===== config.mk =====
export PLATFORM = sky130hd
export DESIGN_NAME = el2_dec_gpr_snap_flat
export DESIGN_NICKNAME = d
export VERILOG_FILES = /design/src/rtl/el2_pkg.sv /design/src/rtl/el2_dec_gpr_snap_if.sv /design/src/rtl/el2_gpr_snap_fifo.sv /design/src/rtl/el2_dec_gpr_snap.sv /design/src/flat_wrapper.sv
export SDC_FILE = /design/constraint.sdc
export NUM_CORES = 1
export LEC_CHECK = 0
export ABC_CLOCK_PERIOD_IN_PS = 6500
export CAP_MARGIN = 20
export CORE_MARGIN = 2
export CORE_UTILIZATION = 55
export CTS_CLUSTER_SIZE = 20
export DETAILED_ROUTE_END_ITERATION = 16
export PLACE_DENSITY = 0.83
export SYNTH_ARGS = -nofsm -noshare
export SYNTH_HDL_FRONTEND = slang
export SYNTH_SLANG_ARGS = --single-unit

===== constraint.sdc =====
create_clock -name clk -period 6.5 [get_ports clk]
set_input_delay 1.3 -clock clk [delete_from_list [all_inputs] [get_ports clk]]
set_output_delay 1.3 -clock clk [all_outputs]
set_load 0.005 [all_outputs]

===== src/rtl/el2_pkg.sv =====
// Shared decode-side types for the GPR snapshot walker.
package el2_pkg;

    // Walker FSM states.
    typedef enum logic [1:0] {
        StIdle,
        StRun,
        StDrain,
        StDone
    } el2_gpr_snap_state_t;

    // One streamed entry: GPR index plus its value.
    typedef struct packed {
        logic [4:0]  idx;
        logic [31:0] data;
    } el2_gpr_snap_entry_t;

    localparam int unsigned GprSnapEntryW = $bits(el2_gpr_snap_entry_t);

    // One signature step: rotate left by one, then fold in the new value.
    function automatic logic [31:0] el2_gpr_snap_sig_step(logic [31:0] sig, logic [31:0] data);
        return {sig[30:0], sig[31]} ^ data;
    endfunction

endpackage


===== src/rtl/el2_dec_gpr_snap_if.sv =====
// Regfile read port plus the valid/ready snapshot stream.
interface el2_dec_gpr_snap_if;

    logic [4:0]  gpr_raddr;
    logic [31:0] gpr_rdata;
    logic        out_valid;
    logic        out_ready;
    logic [4:0]  out_idx;
    logic [31:0] out_data;

    // Walker side: drives the read address and the stream.
    modport master (
        output gpr_raddr,
        input  gpr_rdata,
        output out_valid,
        input  out_ready,
        output out_idx,
        output out_data
    );

    // Regfile / consumer side.
    modport slave (
        input  gpr_raddr,
        output gpr_rdata,
        input  out_valid,
        output out_ready,
        input  out_idx,
        input  out_data
    );

endinterface


===== src/rtl/el2_gpr_snap_fifo.sv =====
// Two-entry FIFO for snapshot entries; push and pop may coincide, flush empties it.
module el2_gpr_snap_fifo
    import el2_pkg::*;
#(
    parameter int unsigned WIDTH = GprSnapEntryW
) (
    input  logic             clk,
    input  logic             rst,
    input  logic             push,
    input  logic             pop,
    input  logic             flush,
    input  logic [WIDTH-1:0] wdata,
    output logic [WIDTH-1:0] rdata,
    output logic             full,
    output logic             empty
);

    logic [WIDTH-1:0] mem_q [2];
    logic             wr_ptr_q;
    logic             rd_ptr_q;
    logic [1:0]       cnt_q;
    logic [1:0]       cnt_d;

    // Occupancy next state; caller never pushes when full without a pop.
    always_comb begin
        cnt_d = cnt_q;
        unique case ({push, pop})
            2'b10:   cnt_d = cnt_q + 2'd1;
            2'b01:   cnt_d = cnt_q - 2'd1;
            default: cnt_d = cnt_q;
        endcase
        if (flush) begin
            cnt_d = 2'd0;
        end
    end

    // Storage and pointers; flush takes priority over any push/pop.
    always_ff @(posedge clk or posedge rst) begin
        if (rst) begin
            mem_q[0] <= '0;
            mem_q[1] <= '0;
            wr_ptr_q <= 1'b0;
            rd_ptr_q <= 1'b0;
            cnt_q    <= 2'd0;
        end else begin
            cnt_q <= cnt_d;
            if (flush) begin
                wr_ptr_q <= 1'b0;
                rd_ptr_q <= 1'b0;
            end else begin
                if (push) begin
                    mem_q[wr_ptr_q] <= wdata;
                    wr_ptr_q        <= ~wr_ptr_q;
                end
                if (pop) begin
                    rd_ptr_q <= ~rd_ptr_q;
                end
            end
        end
    end

    assign rdata = mem_q[rd_ptr_q];
    assign full  = (cnt_q == 2'd2);
    assign empty = (cnt_q == 2'd0);

endmodule


===== src/rtl/el2_dec_gpr_snap.sv =====
// Walks a GPR index range through one read port, streams {idx, value} pairs,
// holds decode frozen during the walk and accumulates a rotate-XOR signature.
module el2_dec_gpr_snap
    import el2_pkg::*;
#(
    parameter int unsigned FIRST_IDX = 1,
    parameter int unsigned LAST_IDX  = 31
) (
    input  logic                      clk,
    input  logic                      rst,
    input  logic                      start,
    input  logic                      abort,
    el2_dec_gpr_snap_if.master        bus,
    output logic                      freeze_req,
    output logic                      busy,
    output logic                      done,
    output logic                      aborted,
    output logic [31:0]               signature
);

    localparam logic [4:0] FirstIdx = 5'(FIRST_IDX);
    localparam logic [4:0] LastIdx  = 5'(LAST_IDX);

    el2_gpr_snap_state_t state_q, state_d;
    logic [4:0]          idx_q, idx_d;
    logic [31:0]         sig_q, sig_d;
    logic                aborted_q, aborted_d;

    el2_gpr_snap_entry_t wentry;
    el2_gpr_snap_entry_t head;
    logic                push;
    logic                pop;
    logic                flush;
    logic                full;
    logic                empty;
    logic                active;
    logic [4:0]          raddr;

    assign active = (state_q != StIdle);
    assign pop    = ~empty & bus.out_ready;
    assign wentry = '{idx: idx_q, data: bus.gpr_rdata};

    el2_gpr_snap_fifo #(
        .WIDTH(GprSnapEntryW)
    ) u_fifo (
        .clk  (clk),
        .rst  (rst),
        .push (push),
        .pop  (pop),
        .flush(flush),
        .wdata(wentry),
        .rdata(head),
        .full (full),
        .empty(empty)
    );

    // Next-state, capture and signature logic.
    always_comb begin
        state_d   = state_q;
        idx_d     = idx_q;
        sig_d     = sig_q;
        aborted_d = 1'b0;
        push      = 1'b0;
        flush     = 1'b0;
        raddr     = 5'd0;

        // A transfer that coincides with abort still counts toward the signature.
        if (pop) begin
            sig_d = el2_gpr_snap_sig_step(sig_q, head.data);
        end

        unique case (state_q)
            StIdle: begin
                if (start && !abort) begin
                    state_d = StRun;
                    idx_d   = FirstIdx;
                    sig_d   = 32'd0;
                    flush   = 1'b1;
                end
            end
            StRun: begin
                raddr = idx_q;
                if (!full || pop) begin
                    push = 1'b1;
                    // Index stops at LAST_IDX so it can never wrap.
                    if (idx_q == LastIdx) begin
                        state_d = StDrain;
                    end else begin
                        idx_d = idx_q + 5'd1;
                    end
                end
            end
            StDrain: begin
                raddr = LastIdx;
                // Not full and not empty means exactly one entry remains.
                if (pop && !full) begin
                    state_d = StDone;
                end
            end
            StDone: begin
                state_d = StIdle;
            end
            default: begin
                state_d = StIdle;
            end
        endcase

        if (abort && active) begin
            state_d   = StIdle;
            push      = 1'b0;
            flush     = 1'b1;
            aborted_d = 1'b1;
        end
    end

    // State registers.
    always_ff @(posedge clk or posedge rst) begin
        if (rst) begin
            state_q   <= StIdle;
            idx_q     <= FirstIdx;
            sig_q     <= 32'd0;
            aborted_q <= 1'b0;
        end else begin
            state_q   <= state_d;
            idx_q     <= idx_d;
            sig_q     <= sig_d;
            aborted_q <= aborted_d;
        end
    end

    assign bus.gpr_raddr = raddr;
    assign bus.out_valid = ~empty;
    assign bus.out_idx   = head.idx;
    assign bus.out_data  = head.data;
    assign busy          = active;
    assign freeze_req    = active;
    assign done          = (state_q == StDone);
    assign aborted       = aborted_q;
    assign signature     = sig_q;

endmodule


===== src/flat_wrapper.sv =====
// flat-port wrapper written by rule: the top's interface ports become plain ports
module el2_dec_gpr_snap_flat import el2_pkg::*;
#(
    parameter int unsigned FIRST_IDX = 1,
    parameter int unsigned LAST_IDX  = 31
)
  (clk, rst, start, abort, freeze_req, busy, done, aborted, signature, bus_gpr_raddr, bus_gpr_rdata, bus_out_valid, bus_out_ready, bus_out_idx, bus_out_data);
  el2_dec_gpr_snap_if bus_i ();
  input  logic clk;
  input  logic rst;
  input  logic start;
  input  logic abort;
  output logic freeze_req;
  output logic busy;
  output logic done;
  output logic aborted;
  output logic [31:0] signature;
  output wire logic [$bits(bus_i.gpr_raddr)-1:0] bus_gpr_raddr;
  input wire logic [$bits(bus_i.gpr_rdata)-1:0] bus_gpr_rdata;
  output wire logic [$bits(bus_i.out_valid)-1:0] bus_out_valid;
  input wire logic [$bits(bus_i.out_ready)-1:0] bus_out_ready;
  output wire logic [$bits(bus_i.out_idx)-1:0] bus_out_idx;
  output wire logic [$bits(bus_i.out_data)-1:0] bus_out_data;
  assign bus_gpr_raddr = bus_i.gpr_raddr;
  assign bus_i.gpr_rdata = bus_gpr_rdata;
  assign bus_out_valid = bus_i.out_valid;
  assign bus_i.out_ready = bus_out_ready;
  assign bus_out_idx = bus_i.out_idx;
  assign bus_out_data = bus_i.out_data;
  el2_dec_gpr_snap #(.FIRST_IDX(FIRST_IDX), .LAST_IDX(LAST_IDX)) u_core (.clk(clk), .rst(rst), .start(start), .abort(abort), .bus(bus_i), .freeze_req(freeze_req), .busy(busy), .done(done), .aborted(aborted), .signature(signature));
endmodule

* Word level (Yosys, flattened, before mapping)
Cells that the tools add are included.
Word-level totals: flip-flop bits (word level) 118, input bits 37, logic and storage cells 87
Cells by class: add/sub/neg operators 3, order comparisons 3, eq/ne operators 14, muxes and demuxes 33, bitwise operators 8, reduce and logical (&&, ||, !) cells 17
Operators with widths (number):
- 37-bit two-way mux | 4
- 32-bit two-way mux | 3
- 74-bit bitwise mux | 1
- 37-bit demux with 1-bit select | 1
- 32-bit bitwise XOR | 1
- 5-bit case mux with 2 select lines | 2
- 5-bit two-way mux | 3
- 2-bit two-way mux | 6
- 3-bit by 1-bit != test with 1-bit output, second input constant | 4
- 1-bit two-way mux | 11
- 2-bit == test, second input constant | 4
- 2-bit case mux with 4 select lines | 1
- 4-bit AND reduction | 2
- 2-bit nonzero test | 4
- 5-bit by 1-bit adder with 5-bit output, second input constant | 1
- 5-bit == test, second input constant | 1
- 2-bit by 1-bit == test with 1-bit output, second input constant | 2
- 2-bit >= comparator, second input constant | 2
- 1-bit logical AND | 4
- 2-bit logical NOT | 2
- 2-bit by 1-bit != test with 1-bit output, second input constant | 2
- 1-bit inverter | 4
- 1-bit inverter with 2-bit output | 2
- 2-bit case mux with 2 select lines | 1
- other kinds (9) | 10

* Logic depth before layout (Yosys ltp)
word-level depth 10, depth in mapped cells 8, mapped depth without buffers 8

* Hierarchy
A second synthesis with hierarchy kept.
Unflattened totals: cell total of the unflattened synthesis 435, area total of the unflattened synthesis 5771.8 um^2
Modules (own cells, without submodules):
- el2_gpr_snap_fifo | instances 1, cells each 219, area an instance 3568.4 um^2, sequential area each 1951.9 um^2
- el2_dec_gpr_snap | instances 1, cells each 216, area an instance 2203.4 um^2, sequential area each 1002.2 um^2

* Least setup slack after synthesis
Ideal clock, no wire load.
path type input to register, from in abort, to reg u_core.u_fifo.mem_q[37] in the netlist's numbering, setup time 0.125 ns, arrival 2.555 ns, setup slack 3.820 ns, stages 6, path through nand2b_1 > o21ai_4 > or3_1 > buf_6 > buf_12 > mux2_4
Between the ends: longest elaborated chain between the ends 7
RTL lines:
- from (decl) | line flat_wrapper.sv:12 | input logic abort;
- 1-bit logical NOT | line el2_dec_gpr_snap.sv:74 | if (start && !abort) begin
- 1-bit logical AND | line el2_dec_gpr_snap.sv:74
- 1-bit two-way mux | line el2_dec_gpr_snap.sv:74
- 1-bit two-way mux | line el2_dec_gpr_snap.sv:72 | unique case (state_q)
- 1-bit two-way mux | line el2_dec_gpr_snap.sv:108 | if (abort && active) begin
- 1-bit inverter (no line)
- 2-bit AND reduction (no line) (*)
- to (signal, indexed assignment) | line el2_gpr_snap_fifo.sv:52 | mem_q[wr_ptr_q] <= wdata;
- to (decl) | line el2_gpr_snap_fifo.sv:18 | logic [WIDTH-1:0] mem_q [2];
Every way passes the cells marked *; elsewhere a longest branch is shown, timed or not. A chain may end at the register's enable or synchronous reset.

* Final worst setup path
from reg u_core.u_fifo.rd_ptr_q, to out bus_out_data[11]
Between the ends: longest elaborated chain between the ends 4
RTL lines:
- from (decl) | line el2_gpr_snap_fifo.sv:20 | logic rd_ptr_q;
- from (signal assigned) | line el2_gpr_snap_fifo.sv:56 | rd_ptr_q <= ~rd_ptr_q;
- 1-bit inverter with 2-bit output (implied by the code) | line el2_gpr_snap_fifo.sv:62 | assign rdata = mem_q[rd_ptr_q];
- 37-bit two-way mux (implied by the code) (3 in a row) | line el2_gpr_snap_fifo.sv:62
- to (decl) | line flat_wrapper.sv:23 | output wire logic [$bits(bus_i.out_data)-1:0] bus_out_data;
Every way passes these cells. The select of a mux whose other input is x is not followed.

==> results by group <==
Outcome
  – Run status: finished, final reports clean

Timing
  – Slew headroom: 34.8%
  – F_max: 0.266 GHz
  – Worst Max-Slew Pin Slew: 0.978 ns
  – Layout Skew: 0.0114 ns
  – Setup violations, final: 0
  – Fin crit period: 3.76 ns
  – Setup tns final: 0 ns
  – Slew Viols, Final: 0
  – Tcrit/Tclk final: between 50% and 60%
  – RSZ-0062 raised after global routing: no
  – Final Hold Viols: 0

Routing
  – 1st-pass router iterations: 4
  – Wire per inst: between 15 and 20 um
  – Drt via density: 5.52
  – Post-route ant nets: 0
  – Final wirelength: 12400 um
  – DRC: 0
  – Vias: ~3600
  – 1st-iter DRT viols: a little over 100

Clock network
  – Post-CTS setup buffers: 0
  – Clock Tree Root: clkbuf_8
  – CTS Hold Buffers Added: 0
  – Clock H-tree levels: 4
  – Worst-Skew Late Latency: 0.51 ns
  – Post-CTS Resized: 0
  – Clk sinks: 118
  – Clock transition at the registers of the reported paths: 0.06 ns
  – Clock Path Buffers: 2
  – TritonCTS clock tree: done
  – TritonCTS Buffers: 17

Worst hold path
  – HP Class: register to register

Setup path
  – CP Class: register to output pin
  – Crit path launch type: register
  – Slowest stage cell, crit path: dfrtp_2
  – Worst setup EP type: output pin
  – Critical Path RT: roughly 5.2 ns
  – CP cell instances: mux2_2 > clkdlybuf4s50_1
  – Largest stage delay on the critical path: 1.01 ns
  – Maximum fanout along the worst path: 38
  – Critical path arrival: 2.46 ns
  – Crit path buffers/inverters: 1
  – Delay-heaviest family, CP: flip-flops

Die
  – Initial core utilization: roughly 57%
  – # rows: 36
  – Die Span Y: 105 um
  – Core area: 0.00982 mm^2
  – Die area: 0.0110 mm^2
  – IO Pins: 116
  – Die W: roughly 100 um

Global routing
  – Vias in the first global route: roughly 3900
  – First-pass GRT wire length: 20500 um
  – Pin count of the biggest net entering global routing: 91
  – Global-route usage over all layers: 23.8%
  – Initial antenna violation count: 0
  – Grt ovf: 0

Synth
  – Post-synth cell types: 44
  – Ranking of synthesized cells by area: dfrtp_1 (52%), mux2_2 (16%), mux2_4 (8.1%), a22o_1 (5.3%), xor2_1 (5.2%)
  – Seq/Total Area, Yosys: 52.9%
  – Post-synth top flop: dfrtp_1
  – Post-synth EDFFs: 0
  – Cells after synthesis: slightly below 400
  – Top cell type's share of synthesized area: 52.4%
  – Post-synthesis net count: 437
  – Cell Area, Synth: 0.00559 mm^2
  – Avg Synthesized Cell Area: 14.2 um^2
  – Syn. warnings: 0
  – Seq cells post-synth: 118
  – Cell taking the most area after synthesis: dfrtp_1
  – Post-synth ARST share: 100%

Power and ir drop
  – Flop pwr share: between 30% and 40%
  – VDD IR-drop max: 0.298 mV
  – P_sw: 1.28 mW
  – Final Power: ~4 mW
  – Internal power: 2.76 mW
  – Cell area power density: between 500 and 600 mW/mm^2
  – Combinational share of power: 44.1%
  – Leak: 3.35 nW
  – Clk network pwr share: between 20% and 30%
  – Switching Fraction: 31.6%

Placement
  – PortBufs: 115
  – Dpl hpwl: 7720 um
  – Routability Congestion: around 0.8

Cells and area
  – # diodes: 0
  – Fill cell count: ~660
  – Share of layout cells above drive strength 1: 30.0%
  – Area grow syn2layout: 32.5%
  – Commonest non-fill, non-tap cell in the layout: dfrtp_1
  – Most frequent cells in the layout: dfrtp_1 (116), clkdlybuf4s50_1 (115), mux2_2 (80)
  – Post-layout util: 75.4%
  – Fin nets: 555

Job
  – Max-cap violations: 0
## routing by layer
metal  vias up  GRT usage, %  routed length [um]
met5         -             0                   0
met4         0          8.00                 188
met3        17          5.74                 484
met2       105          38.1                6200
met1      1860          32.0                5560
li1       1645             -                   -
## final timing paths
path,start,depth (start not counted),slack [ns],endpoint
worst max-delay path,u_core.u_fifo.rd_ptr_q$_DFFE_PP0P_,2,2.74,bus_out_data[11]
worst min-delay path,u_core.u_fifo.mem_q[25]$_DFFE_PP0P_,1,0.49,u_core.u_fifo.mem_q[25]$_DFFE_PP0P_
worst max register to register,u_core.state_q[0]$_DFFE_PP0P_,7,4.00,u_core.u_fifo.mem_q[56]$_DFFE_PP0P_
worst min register to register,u_core.u_fifo.mem_q[25]$_DFFE_PP0P_,1,0.49,u_core.u_fifo.mem_q[25]$_DFFE_PP0P_
max in group asynchronous,rst,4,4.27,u_core.u_fifo.mem_q[23]$_DFFE_PP0P_
min in group asynchronous,rst,2,1.17,u_core.signature[8]$_DFF_PP0_
## cell type report
class                           instances  area [um^2]  share of cell area, %
Clock inverter                         13          156                   2.11
Multi-Input combinational cell        248         2460                   33.3
Tap cell                              133          166                   2.25
Clock buffer                           19          432                   5.83
Sequential cell                       118         2960                   39.9
Inverter                                7         28.8                  0.389
Timing Repair Buffer                  119         1200                   16.2
## registers in the layout, indices dropped and copies added (netlist names)
name	cells
u_core.aborted	1
u_core.idx_q	5
u_core.signature	32
u_core.state_q	2
u_core.u_fifo.cnt_q	2
u_core.u_fifo.mem_q	74
u_core.u_fifo.rd_ptr_q	1
u_core.u_fifo.wr_ptr_q	1
## synthesized netlist by cell type (2+ instances only)
cell,number
a21oi_1,7
a22o_1,34
buf_12,3
buf_2,9
buf_4,4
clkbuf_1,3
dfrtp_1,117
ha_1,7
inv_1,7
mux2_1,2
mux2_2,80
mux2_4,30
nand2_1,8
nand2b_1,3
nand3_1,4
nor2_1,6
nor2b_1,6
o21ai_0,2
or3_1,2
xnor2_1,3
xor2_1,33
## power groups by stage
stage	Clock [mW]	Combinational (mW)	Sequential [mW]
6_report	0.923	1.78	1.34
5_1_grt	0.972	1.91	1.38
4_1_cts	0.938	1.79	1.33
3_5_place_dp	0	1.77	1.33
3_3_place_gp	0	1.71	1.31
2_1_floorplan	0	1.15	1.24
## through the flow
stage	setup WS (ns)	hold WS [ns]	instances	instance area, um^2
after floorplan	2.07	0.452	393	5590
after global placement	2.97	0.462	624	6790
after detailed placement	2.96	0.475	624	6790
after CTS	2.72	0.496	656	7380
after global routing	2.68	0.511	657	7400
final	2.74	0.495	657	7400
## cells by family (layout without fill, tap and decap cells)
family	after synthesis	in the layout	share of synthesized area, %
buffers and inverters	27	158	3.29
muxes	113	113	24.8
xor gates and xnor gates	36	36	5.65
and+or+nand+nor	39	39	4.06
adders and majority gates	7	7	1.57
DFF	118	118	52.9
AOI/OAI and AO/OA	53	53	7.77
No activity file was read; power rests on OpenSTA's default activity.
